<file path="src/rtl/cache_pkg.sv">
// Shared constants, FSM state encoding and helpers for the LRU refill controller.
// Line geometry is fixed here so the interface, top and assembler agree on widths.
package cache_pkg;
   localparam int TAGS_WIDTH = 48;
   localparam int DATA_WIDTH = 64;
   localparam int CACHE_SIZE = 512;
   localparam int CNT_WIDTH  = 32;
   localparam int BEATS      = CACHE_SIZE / DATA_WIDTH;

   typedef enum logic [2:0] {
      S_IDLE,
      S_HIT_RSP,
      S_ADDR,
      S_DATA,
      S_FILL_RSP
   } state_t;

   // Ceiling log2, never below 1 so a single-beat line still gets a counter bit.
   function automatic int clogb2(input int value);
      int r;
      r = 1;
      for (int i = 1; i < 32; i++) begin
         if ((1 << i) < value) r = i + 1;
      end
      return r;
   endfunction

   function automatic logic [CNT_WIDTH-1:0] sat_inc(input logic [CNT_WIDTH-1:0] v);
      return (&v) ? v : v + CNT_WIDTH'(1);
   endfunction
endpackage

</file>
<file path="src/rtl/lru_refill_ctrl_if.sv">
// Lookup, backend, fill and response channels of the refill controller.
// slave is the controller side, master is the environment side.
interface lru_refill_ctrl_if;
   import cache_pkg::*;

   logic                  lk_tvalid;
   logic                  lk_tready;
   logic [TAGS_WIDTH-1:0] lk_tag;
   logic                  lk_hit;
   logic [CACHE_SIZE-1:0] lk_line;
   logic                  be_addr_tvalid;
   logic                  be_addr_tready;
   logic [TAGS_WIDTH-1:0] be_addr_tdata;
   logic                  be_data_tvalid;
   logic                  be_data_tready;
   logic [DATA_WIDTH-1:0] be_data_tdata;
   logic                  be_data_tlast;
   logic                  fill_valid;
   logic                  fill_ready;
   logic [TAGS_WIDTH-1:0] fill_tag;
   logic [CACHE_SIZE-1:0] fill_line;
   logic                  rsp_tvalid;
   logic                  rsp_tready;
   logic [CACHE_SIZE-1:0] rsp_tdata;
   logic                  rsp_hit;
   logic                  rsp_err;
   logic [CNT_WIDTH-1:0]  hit_cnt;
   logic [CNT_WIDTH-1:0]  miss_cnt;

   modport slave (
      input  lk_tvalid, lk_tag, lk_hit, lk_line, be_addr_tready,
             be_data_tvalid, be_data_tdata, be_data_tlast, fill_ready, rsp_tready,
      output lk_tready, be_addr_tvalid, be_addr_tdata, be_data_tready,
             fill_valid, fill_tag, fill_line, rsp_tvalid, rsp_tdata, rsp_hit,
             rsp_err, hit_cnt, miss_cnt
   );

   modport master (
      output lk_tvalid, lk_tag, lk_hit, lk_line, be_addr_tready,
             be_data_tvalid, be_data_tdata, be_data_tlast, fill_ready, rsp_tready,
      input  lk_tready, be_addr_tvalid, be_addr_tdata, be_data_tready,
             fill_valid, fill_tag, fill_line, rsp_tvalid, rsp_tdata, rsp_hit,
             rsp_err, hit_cnt, miss_cnt
   );
endinterface

</file>
<file path="src/rtl/refill_line_assembler.sv">
// Packs backend beats into a cache line, beat 0 in the LSBs; flags completion and
// burst-length mismatch combinationally on the accepted beat that ends the line.
module refill_line_assembler
   import cache_pkg::*;
#(
   parameter int DW = DATA_WIDTH,
   parameter int CS = CACHE_SIZE
) (
   input  logic          clk,
   input  logic          rst,
   input  logic          clr_i,
   input  logic          beat_vld_i,
   input  logic [DW-1:0] beat_dat_i,
   input  logic          beat_last_i,
   output logic [CS-1:0] line_o,
   output logic          done_o,
   output logic          err_o
);
   localparam int N_BEATS = CS / DW;
   localparam int CW      = clogb2(N_BEATS);

   logic [CW-1:0] cnt_q;
   logic [CS-1:0] line_q;
   logic          last_slot;

   assign last_slot = (cnt_q == CW'(N_BEATS - 1));
   assign done_o    = beat_vld_i & (beat_last_i | last_slot);
   // Short burst (early tlast) and long burst (no tlast in last slot) both mismatch.
   assign err_o     = beat_vld_i & (beat_last_i ^ last_slot);
   assign line_o    = line_q;

   always_ff @(posedge clk) begin
      if (rst || clr_i) begin
         cnt_q  <= '0;
         line_q <= '0;
      end else if (beat_vld_i) begin
         line_q[int'(cnt_q)*DW +: DW] <= beat_dat_i;
         cnt_q                        <= cnt_q + CW'(1);
      end
   end
endmodule

</file>
<file path="src/rtl/lru_refill_ctrl.sv">
// Blocking miss handler: hits answer directly, misses fetch a burst, fill the way
// and answer the frontend; one transaction in flight, all outputs registered.
module lru_refill_ctrl
   import cache_pkg::*;
(
   input  logic             clk,
   input  logic             rst,
   lru_refill_ctrl_if.slave bus
);
   state_t                state_q;
   logic [TAGS_WIDTH-1:0] tag_q;
   logic [CACHE_SIZE-1:0] hit_line_q;
   logic                  lk_rdy_q, addr_vld_q, data_rdy_q, fill_vld_q, rsp_vld_q;
   logic                  rsp_hit_q, rsp_err_q;
   logic [CNT_WIDTH-1:0]  hit_cnt_q, miss_cnt_q;
   logic                  lk_acc, beat_acc, asm_clr, line_done, line_err;
   logic                  fill_vld_d, rsp_vld_d;
   logic [CACHE_SIZE-1:0] asm_line;

   assign lk_acc     = bus.lk_tvalid & lk_rdy_q;
   assign beat_acc   = bus.be_data_tvalid & data_rdy_q;
   assign asm_clr    = lk_acc & ~bus.lk_hit;
   assign fill_vld_d = fill_vld_q & ~bus.fill_ready;
   assign rsp_vld_d  = rsp_vld_q & ~bus.rsp_tready;

   refill_line_assembler u_asm (
      .clk         (clk),
      .rst         (rst),
      .clr_i       (asm_clr),
      .beat_vld_i  (beat_acc),
      .beat_dat_i  (bus.be_data_tdata),
      .beat_last_i (bus.be_data_tlast),
      .line_o      (asm_line),
      .done_o      (line_done),
      .err_o       (line_err)
   );

   always_ff @(posedge clk) begin
      if (rst) begin
         state_q    <= S_IDLE;
         tag_q      <= '0;
         hit_line_q <= '0;
         lk_rdy_q   <= 1'b1;
         addr_vld_q <= 1'b0;
         data_rdy_q <= 1'b0;
         fill_vld_q <= 1'b0;
         rsp_vld_q  <= 1'b0;
         rsp_hit_q  <= 1'b0;
         rsp_err_q  <= 1'b0;
         hit_cnt_q  <= '0;
         miss_cnt_q <= '0;
      end else begin
         case (state_q)
            S_IDLE: if (lk_acc) begin
               tag_q     <= bus.lk_tag;
               lk_rdy_q  <= 1'b0;
               rsp_hit_q <= bus.lk_hit;
               rsp_err_q <= 1'b0;
               if (bus.lk_hit) begin
                  hit_line_q <= bus.lk_line;
                  rsp_vld_q  <= 1'b1;
                  hit_cnt_q  <= sat_inc(hit_cnt_q);
                  state_q    <= S_HIT_RSP;
               end else begin
                  addr_vld_q <= 1'b1;
                  miss_cnt_q <= sat_inc(miss_cnt_q);
                  state_q    <= S_ADDR;
               end
            end
            S_HIT_RSP: if (bus.rsp_tready) begin
               rsp_vld_q <= 1'b0;
               lk_rdy_q  <= 1'b1;
               state_q   <= S_IDLE;
            end
            S_ADDR: if (bus.be_addr_tready) begin
               addr_vld_q <= 1'b0;
               data_rdy_q <= 1'b1;
               state_q    <= S_DATA;
            end
            S_DATA: if (line_done) begin
               data_rdy_q <= 1'b0;
               fill_vld_q <= 1'b1;
               rsp_vld_q  <= 1'b1;
               rsp_err_q  <= line_err;
               state_q    <= S_FILL_RSP;
            end
            S_FILL_RSP: begin
               // Each valid drops on its own handshake; leave once both have gone.
               fill_vld_q <= fill_vld_d;
               rsp_vld_q  <= rsp_vld_d;
               if (!fill_vld_d && !rsp_vld_d) begin
                  lk_rdy_q <= 1'b1;
                  state_q  <= S_IDLE;
               end
            end
            default: state_q <= S_IDLE;
         endcase
      end
   end

   assign bus.lk_tready      = lk_rdy_q;
   assign bus.be_addr_tvalid = addr_vld_q;
   assign bus.be_addr_tdata  = tag_q;
   assign bus.be_data_tready = data_rdy_q;
   assign bus.fill_valid     = fill_vld_q;
   assign bus.fill_tag       = tag_q;
   assign bus.fill_line      = asm_line;
   assign bus.rsp_tvalid     = rsp_vld_q;
   assign bus.rsp_tdata      = rsp_hit_q ? hit_line_q : asm_line;
   assign bus.rsp_hit        = rsp_hit_q;
   assign bus.rsp_err        = rsp_err_q;
   assign bus.hit_cnt        = hit_cnt_q;
   assign bus.miss_cnt       = miss_cnt_q;
endmodule

</file>
<file path="src/flat_wrapper.sv">
// flat-port wrapper written by rule: the top's interface ports become plain ports
module lru_refill_ctrl_flat import cache_pkg::*;
  (clk, rst, bus_lk_tvalid, bus_lk_tag, bus_lk_hit, bus_lk_line, bus_be_addr_tready, bus_be_data_tvalid, bus_be_data_tdata, bus_be_data_tlast, bus_fill_ready, bus_rsp_tready, bus_lk_tready, bus_be_addr_tvalid, bus_be_addr_tdata, bus_be_data_tready, bus_fill_valid, bus_fill_tag, bus_fill_line, bus_rsp_tvalid, bus_rsp_tdata, bus_rsp_hit, bus_rsp_err, bus_hit_cnt, bus_miss_cnt);
  lru_refill_ctrl_if bus_i ();
  input  logic clk;
  input  logic rst;
  input wire logic [$bits(bus_i.lk_tvalid)-1:0] bus_lk_tvalid;
  input wire logic [$bits(bus_i.lk_tag)-1:0] bus_lk_tag;
  input wire logic [$bits(bus_i.lk_hit)-1:0] bus_lk_hit;
  input wire logic [$bits(bus_i.lk_line)-1:0] bus_lk_line;
  input wire logic [$bits(bus_i.be_addr_tready)-1:0] bus_be_addr_tready;
  input wire logic [$bits(bus_i.be_data_tvalid)-1:0] bus_be_data_tvalid;
  input wire logic [$bits(bus_i.be_data_tdata)-1:0] bus_be_data_tdata;
  input wire logic [$bits(bus_i.be_data_tlast)-1:0] bus_be_data_tlast;
  input wire logic [$bits(bus_i.fill_ready)-1:0] bus_fill_ready;
  input wire logic [$bits(bus_i.rsp_tready)-1:0] bus_rsp_tready;
  output wire logic [$bits(bus_i.lk_tready)-1:0] bus_lk_tready;
  output wire logic [$bits(bus_i.be_addr_tvalid)-1:0] bus_be_addr_tvalid;
  output wire logic [$bits(bus_i.be_addr_tdata)-1:0] bus_be_addr_tdata;
  output wire logic [$bits(bus_i.be_data_tready)-1:0] bus_be_data_tready;
  output wire logic [$bits(bus_i.fill_valid)-1:0] bus_fill_valid;
  output wire logic [$bits(bus_i.fill_tag)-1:0] bus_fill_tag;
  output wire logic [$bits(bus_i.fill_line)-1:0] bus_fill_line;
  output wire logic [$bits(bus_i.rsp_tvalid)-1:0] bus_rsp_tvalid;
  output wire logic [$bits(bus_i.rsp_tdata)-1:0] bus_rsp_tdata;
  output wire logic [$bits(bus_i.rsp_hit)-1:0] bus_rsp_hit;
  output wire logic [$bits(bus_i.rsp_err)-1:0] bus_rsp_err;
  output wire logic [$bits(bus_i.hit_cnt)-1:0] bus_hit_cnt;
  output wire logic [$bits(bus_i.miss_cnt)-1:0] bus_miss_cnt;
  assign bus_i.lk_tvalid = bus_lk_tvalid;
  assign bus_i.lk_tag = bus_lk_tag;
  assign bus_i.lk_hit = bus_lk_hit;
  assign bus_i.lk_line = bus_lk_line;
  assign bus_i.be_addr_tready = bus_be_addr_tready;
  assign bus_i.be_data_tvalid = bus_be_data_tvalid;
  assign bus_i.be_data_tdata = bus_be_data_tdata;
  assign bus_i.be_data_tlast = bus_be_data_tlast;
  assign bus_i.fill_ready = bus_fill_ready;
  assign bus_i.rsp_tready = bus_rsp_tready;
  assign bus_lk_tready = bus_i.lk_tready;
  assign bus_be_addr_tvalid = bus_i.be_addr_tvalid;
  assign bus_be_addr_tdata = bus_i.be_addr_tdata;
  assign bus_be_data_tready = bus_i.be_data_tready;
  assign bus_fill_valid = bus_i.fill_valid;
  assign bus_fill_tag = bus_i.fill_tag;
  assign bus_fill_line = bus_i.fill_line;
  assign bus_rsp_tvalid = bus_i.rsp_tvalid;
  assign bus_rsp_tdata = bus_i.rsp_tdata;
  assign bus_rsp_hit = bus_i.rsp_hit;
  assign bus_rsp_err = bus_i.rsp_err;
  assign bus_hit_cnt = bus_i.hit_cnt;
  assign bus_miss_cnt = bus_i.miss_cnt;
  lru_refill_ctrl u_core (.clk(clk), .rst(rst), .bus(bus_i));
endmodule
</file>
<file path="config.mk">
export PLATFORM = sky130hd
export DESIGN_NAME = lru_refill_ctrl_flat
export DESIGN_NICKNAME = d
export VERILOG_FILES = /design/src/rtl/cache_pkg.sv /design/src/rtl/lru_refill_ctrl_if.sv /design/src/rtl/refill_line_assembler.sv /design/src/rtl/lru_refill_ctrl.sv /design/src/flat_wrapper.sv
export SDC_FILE = /design/constraint.sdc
export NUM_CORES = 2
export LEC_CHECK = 0
export CORE_AREA = 5 5 702 704
export CTS_CLUSTER_SIZE = 30
export DETAILED_ROUTE_END_ITERATION = 8
export DIE_AREA = 0 0 707 709
export HOLD_SLACK_MARGIN = 0.15
export PLACE_DENSITY = 0.36
export SLEW_MARGIN = 40
export SYNTH_ARGS = -nofsm -noshare
export SYNTH_HDL_FRONTEND = slang
export SYNTH_SLANG_ARGS = --single-unit
</file>
<file path="constraint.sdc">
create_clock -name clk -period 9.9 [get_ports clk]
set_clock_uncertainty 0.1 [all_clocks]
set_input_delay 0.99 -clock clk [delete_from_list [all_inputs] [get_ports clk]]
set_output_delay 0.99 -clock clk [all_outputs]
set_load 0.05 [all_outputs]
</file>
==> impl_results.md <==
- Final worst path period need: 5.29 ns
- Seq/Total Area, Yosys: 46.3%
- Footprint of the multi-input gates: 25,100 um2
- Peak VDD IR: roughly 0.12 mV
- Startpoint type of the worst setup path: register
- Initial DRC count: roughly 3,700
- Multiplexer area fraction after synthesis: between 20% and 30%
- Compound-Gate Fraction of Synth Area: 8.26%
- Worst EP arrival: about 4.2 ns
- Via count: 50,200
- Worst skew pair latency: 0.88 ns
- Slew of the pin with the lowest slew margin: 0.996 ns
- Max-cap viol count: 0
- Drt pass-1 iters: 5
- CTS Buf Count: 174
- Hold Fails Final Rpt: 0
- Grt total ovfl: 0
- CTS tree: done
- Synth Instances: 5,845
- Rel. slew slack: 33.4%
- Pwr Total: 14.1 mW
- Largest net degree at the start of global routing: 152
- Root buf cell: clkbuf_16
- Die Y: a little over 700 um
- Number of synthesized flops with an enable pin: 0
- H-tree depth: 4
- Final HPWL DP: 408 mm
- Vias per cell: 3.57
- Total track usage: 18.7%
- Critical Path RT: 8.81 ns
- Prevailing post-synth register cell: dfxtp_1
- Distinct cells, synth: 71
- Fraction of layout cells with a size suffix above 1: 16.4%
- CTS sink cnt: 1,178
- Final period utilization: 53.4%
- R2r setup slk: 4.68 ns
- Simple-Gate Fraction of Synth Area: about a fifth
- Setup bufs post-CTS: 0
- First-pass GRT wire length: roughly 610 mm
- Num rows: roughly 260
- Die ar.: around 500,000 um2
- Initial Util: roughly a tenth
- Hold Path Class: reg2reg
- Final Util: 16.8%
- Drt drc: 0
- Nets@finish: 8,090
- Syn avg cell area: between 8 and 9 um2
- Synth Cell Area: 51,000 um2
- Synth Area in Adders: less than 1%
- Async set-reset flop share out of synthesis: 0%
- Final setup fails: 0
- Syn-to-layout area delta: 59.6%
- Warning count from the yosys run: 0
- RSZ-0062 raised after global routing: false
- Max Fclk: approximately 0.19 GHz
- Vias in the first global route: 49,500
- Outcome: completed
- Crit-path max FO: 92
- GPL Wtd Cong: just over 0.9
- Post-synthesis register bit count: around 1,200
- Routed wire per std cell: 35.0 um
- # IOs: 1,824
- Largest family of logic cells by synthesized area: multiplexers
- Crit path kind: reg2out
- Core ar.: 485,000 um2
- Slew Limit Fails: 0
- Clk pin slew, worst setup/hold paths: 0.06 ns
- Die X: 707 um
- Register area: approximately 24,000 um2
- # hold bufs at CTS: 0
- TNS Setup: 0 ns
- CP Capture Type: output port
- Initial antenna violation count: about 130
- Leakage: just over 30 nW
- Clk buf depth: 4
- Number of fill cells: 54,700
- DRT antenna net count: 0
- Total wire length: 492 mm
- CTS resizes: 0
- Syn nets: 6,483
- Synth Area in XOR/XNOR: under 10%
- PortBufs: 1,823
- Pwr dens: around 170 nW/um2
## final timing paths
check,from,end,cells past startpoint
worst max register to register,u_core.u_asm.cnt_q[0],u_core.u_asm.line_o[107],12
worst max-delay path,u_core.bus.rsp_hit,bus_rsp_tdata[109],5
worst min register to register,u_core.hit_line_q[378],u_core.hit_line_q[378],2
worst min-delay path,u_core.hit_line_q[378],u_core.hit_line_q[378],2
## layout by cell type, fill, tap and decap left out, types with 12 or more instances in the layout
master           count
a21oi_1            666
buf_12              12
xnor2_1             37
diode_2             34
clkinv_2            27
buf_6               13
mux2_2             513
xor2_1              40
clkdlybuf4s50_1   1556
nand3_1            142
inv_1               24
dfxtp_1           1175
nand2_1           1739
nor2_1             118
o21ai_1             60
nor3_1              27
buf_2              234
o21ai_0             39
clkbuf_8            44
and4_1              14
clkbuf_1            19
clkbuf_16          174
nand4_1            105
mux2i_1            452
or3_1               31
buf_4              110
bufinv_16           20
## metrics by stage
| stage | setup WS [ns] | hold slack [ns] | cell area, um2 | cells |
|---|---|---|---|---|
| after CTS | 4.55 | 0.297 | 81200 | 14000 |
| final | 4.61 | 0.351 | 81300 | 14100 |
| after floorplan | 6.40 | 0.333 | 51000 | 5845 |
| after detailed placement | 4.61 | 0.343 | 75100 | 13700 |
| after global routing | 4.36 | 0.366 | 81300 | 14000 |
| after global placement | 4.45 | 0.340 | 75800 | 13700 |
## worst max-delay path, stage by stage, from the launching register on
cell and delay, ns:
dfxtp_4 0.53, buf_12 0.36, buf_12 0.37, buf_16 0.45, mux2_2 0.30, clkdlybuf4s50_1 1.01
## cell families (layout without fill, tap and decap cells)
| group | after synthesis | after routing |
|---|---|---|
| adder cells (fa/ha/maj) | 5 | 5 |
| AND/OR/NAND/NOR | 2275 | 2275 |
| multiplexers | 966 | 966 |
| flip-flops | 1178 | 1178 |
| other | 0 | 34 |
| buffers and inverters | 531 | 2274 |
| XOR/XNOR | 79 | 79 |
| AO/OA/AOI/OAI | 811 | 811 |
## state kept, by name, indices dropped and copies added (netlist names), 3 cells and up
signal                    flops
u_core.bus.be_addr_tdata     48
u_core.u_asm.cnt_q           32
u_core.hit_line_q           512
u_core.u_asm.line_o         512
u_core.bus.hit_cnt           32
u_core.state_q                3
u_core.bus.miss_cnt          32
## area by class of cell
| cell class | count | share of cell area (%) |
|---|---|---|
| Multi-Input combinational cell | 4136 | 30.8 |
| Sequential cell | 1178 | 29.0 |
| Timing Repair Buffer | 1938 | 22.4 |
| Tap cell | 6450 | 9.92 |
| Clock buffer | 237 | 6.19 |
| Clock inverter | 75 | 1.38 |
| Inverter | 24 | 0.111 |
| Antenna cell | 34 | 0.105 |
## report_power, final
part | internal (mW) | switching, mW | total, mW
Combinational | 0.662 | 1.46 | 2.12
Sequential | 4.93 | 0.159 | 5.09
Clock | 4.11 | 2.79 | 6.90
## layer usage
layer | routed length [um] | vias to the layer above | track usage, %
met5 | 189 | - | 0
met4 | 8560 | 30 | 3.03
met3 | 51400 | 410 | 8.51
met2 | 236000 | 1848 | 32.0
met1 | 196000 | 24800 | 21.7
li1 | - | 23100 | -
## Yosys cell counts, types with 38 or more instances
cell type / instances / area share, %
o21ai_0: 39 / 0.38
dfxtp_1: 1178 / 46
xnor2_1: 38 / 0.65
nor2_1: 120 / 0.88
buf_4: 69 / 1.0
xor2_1: 40 / 0.69
o21ai_1: 60 / 0.59
mux2i_1: 452 / 8.9
nand4_1: 105 / 1.3
mux2_2: 513 / 11
clkbuf_1: 364 / 2.7
a21oi_1: 666 / 6.5
nand3_1: 144 / 1.4
nand2_1: 1740 / 13
Note: power is estimated with default switching activity, not from simulation.
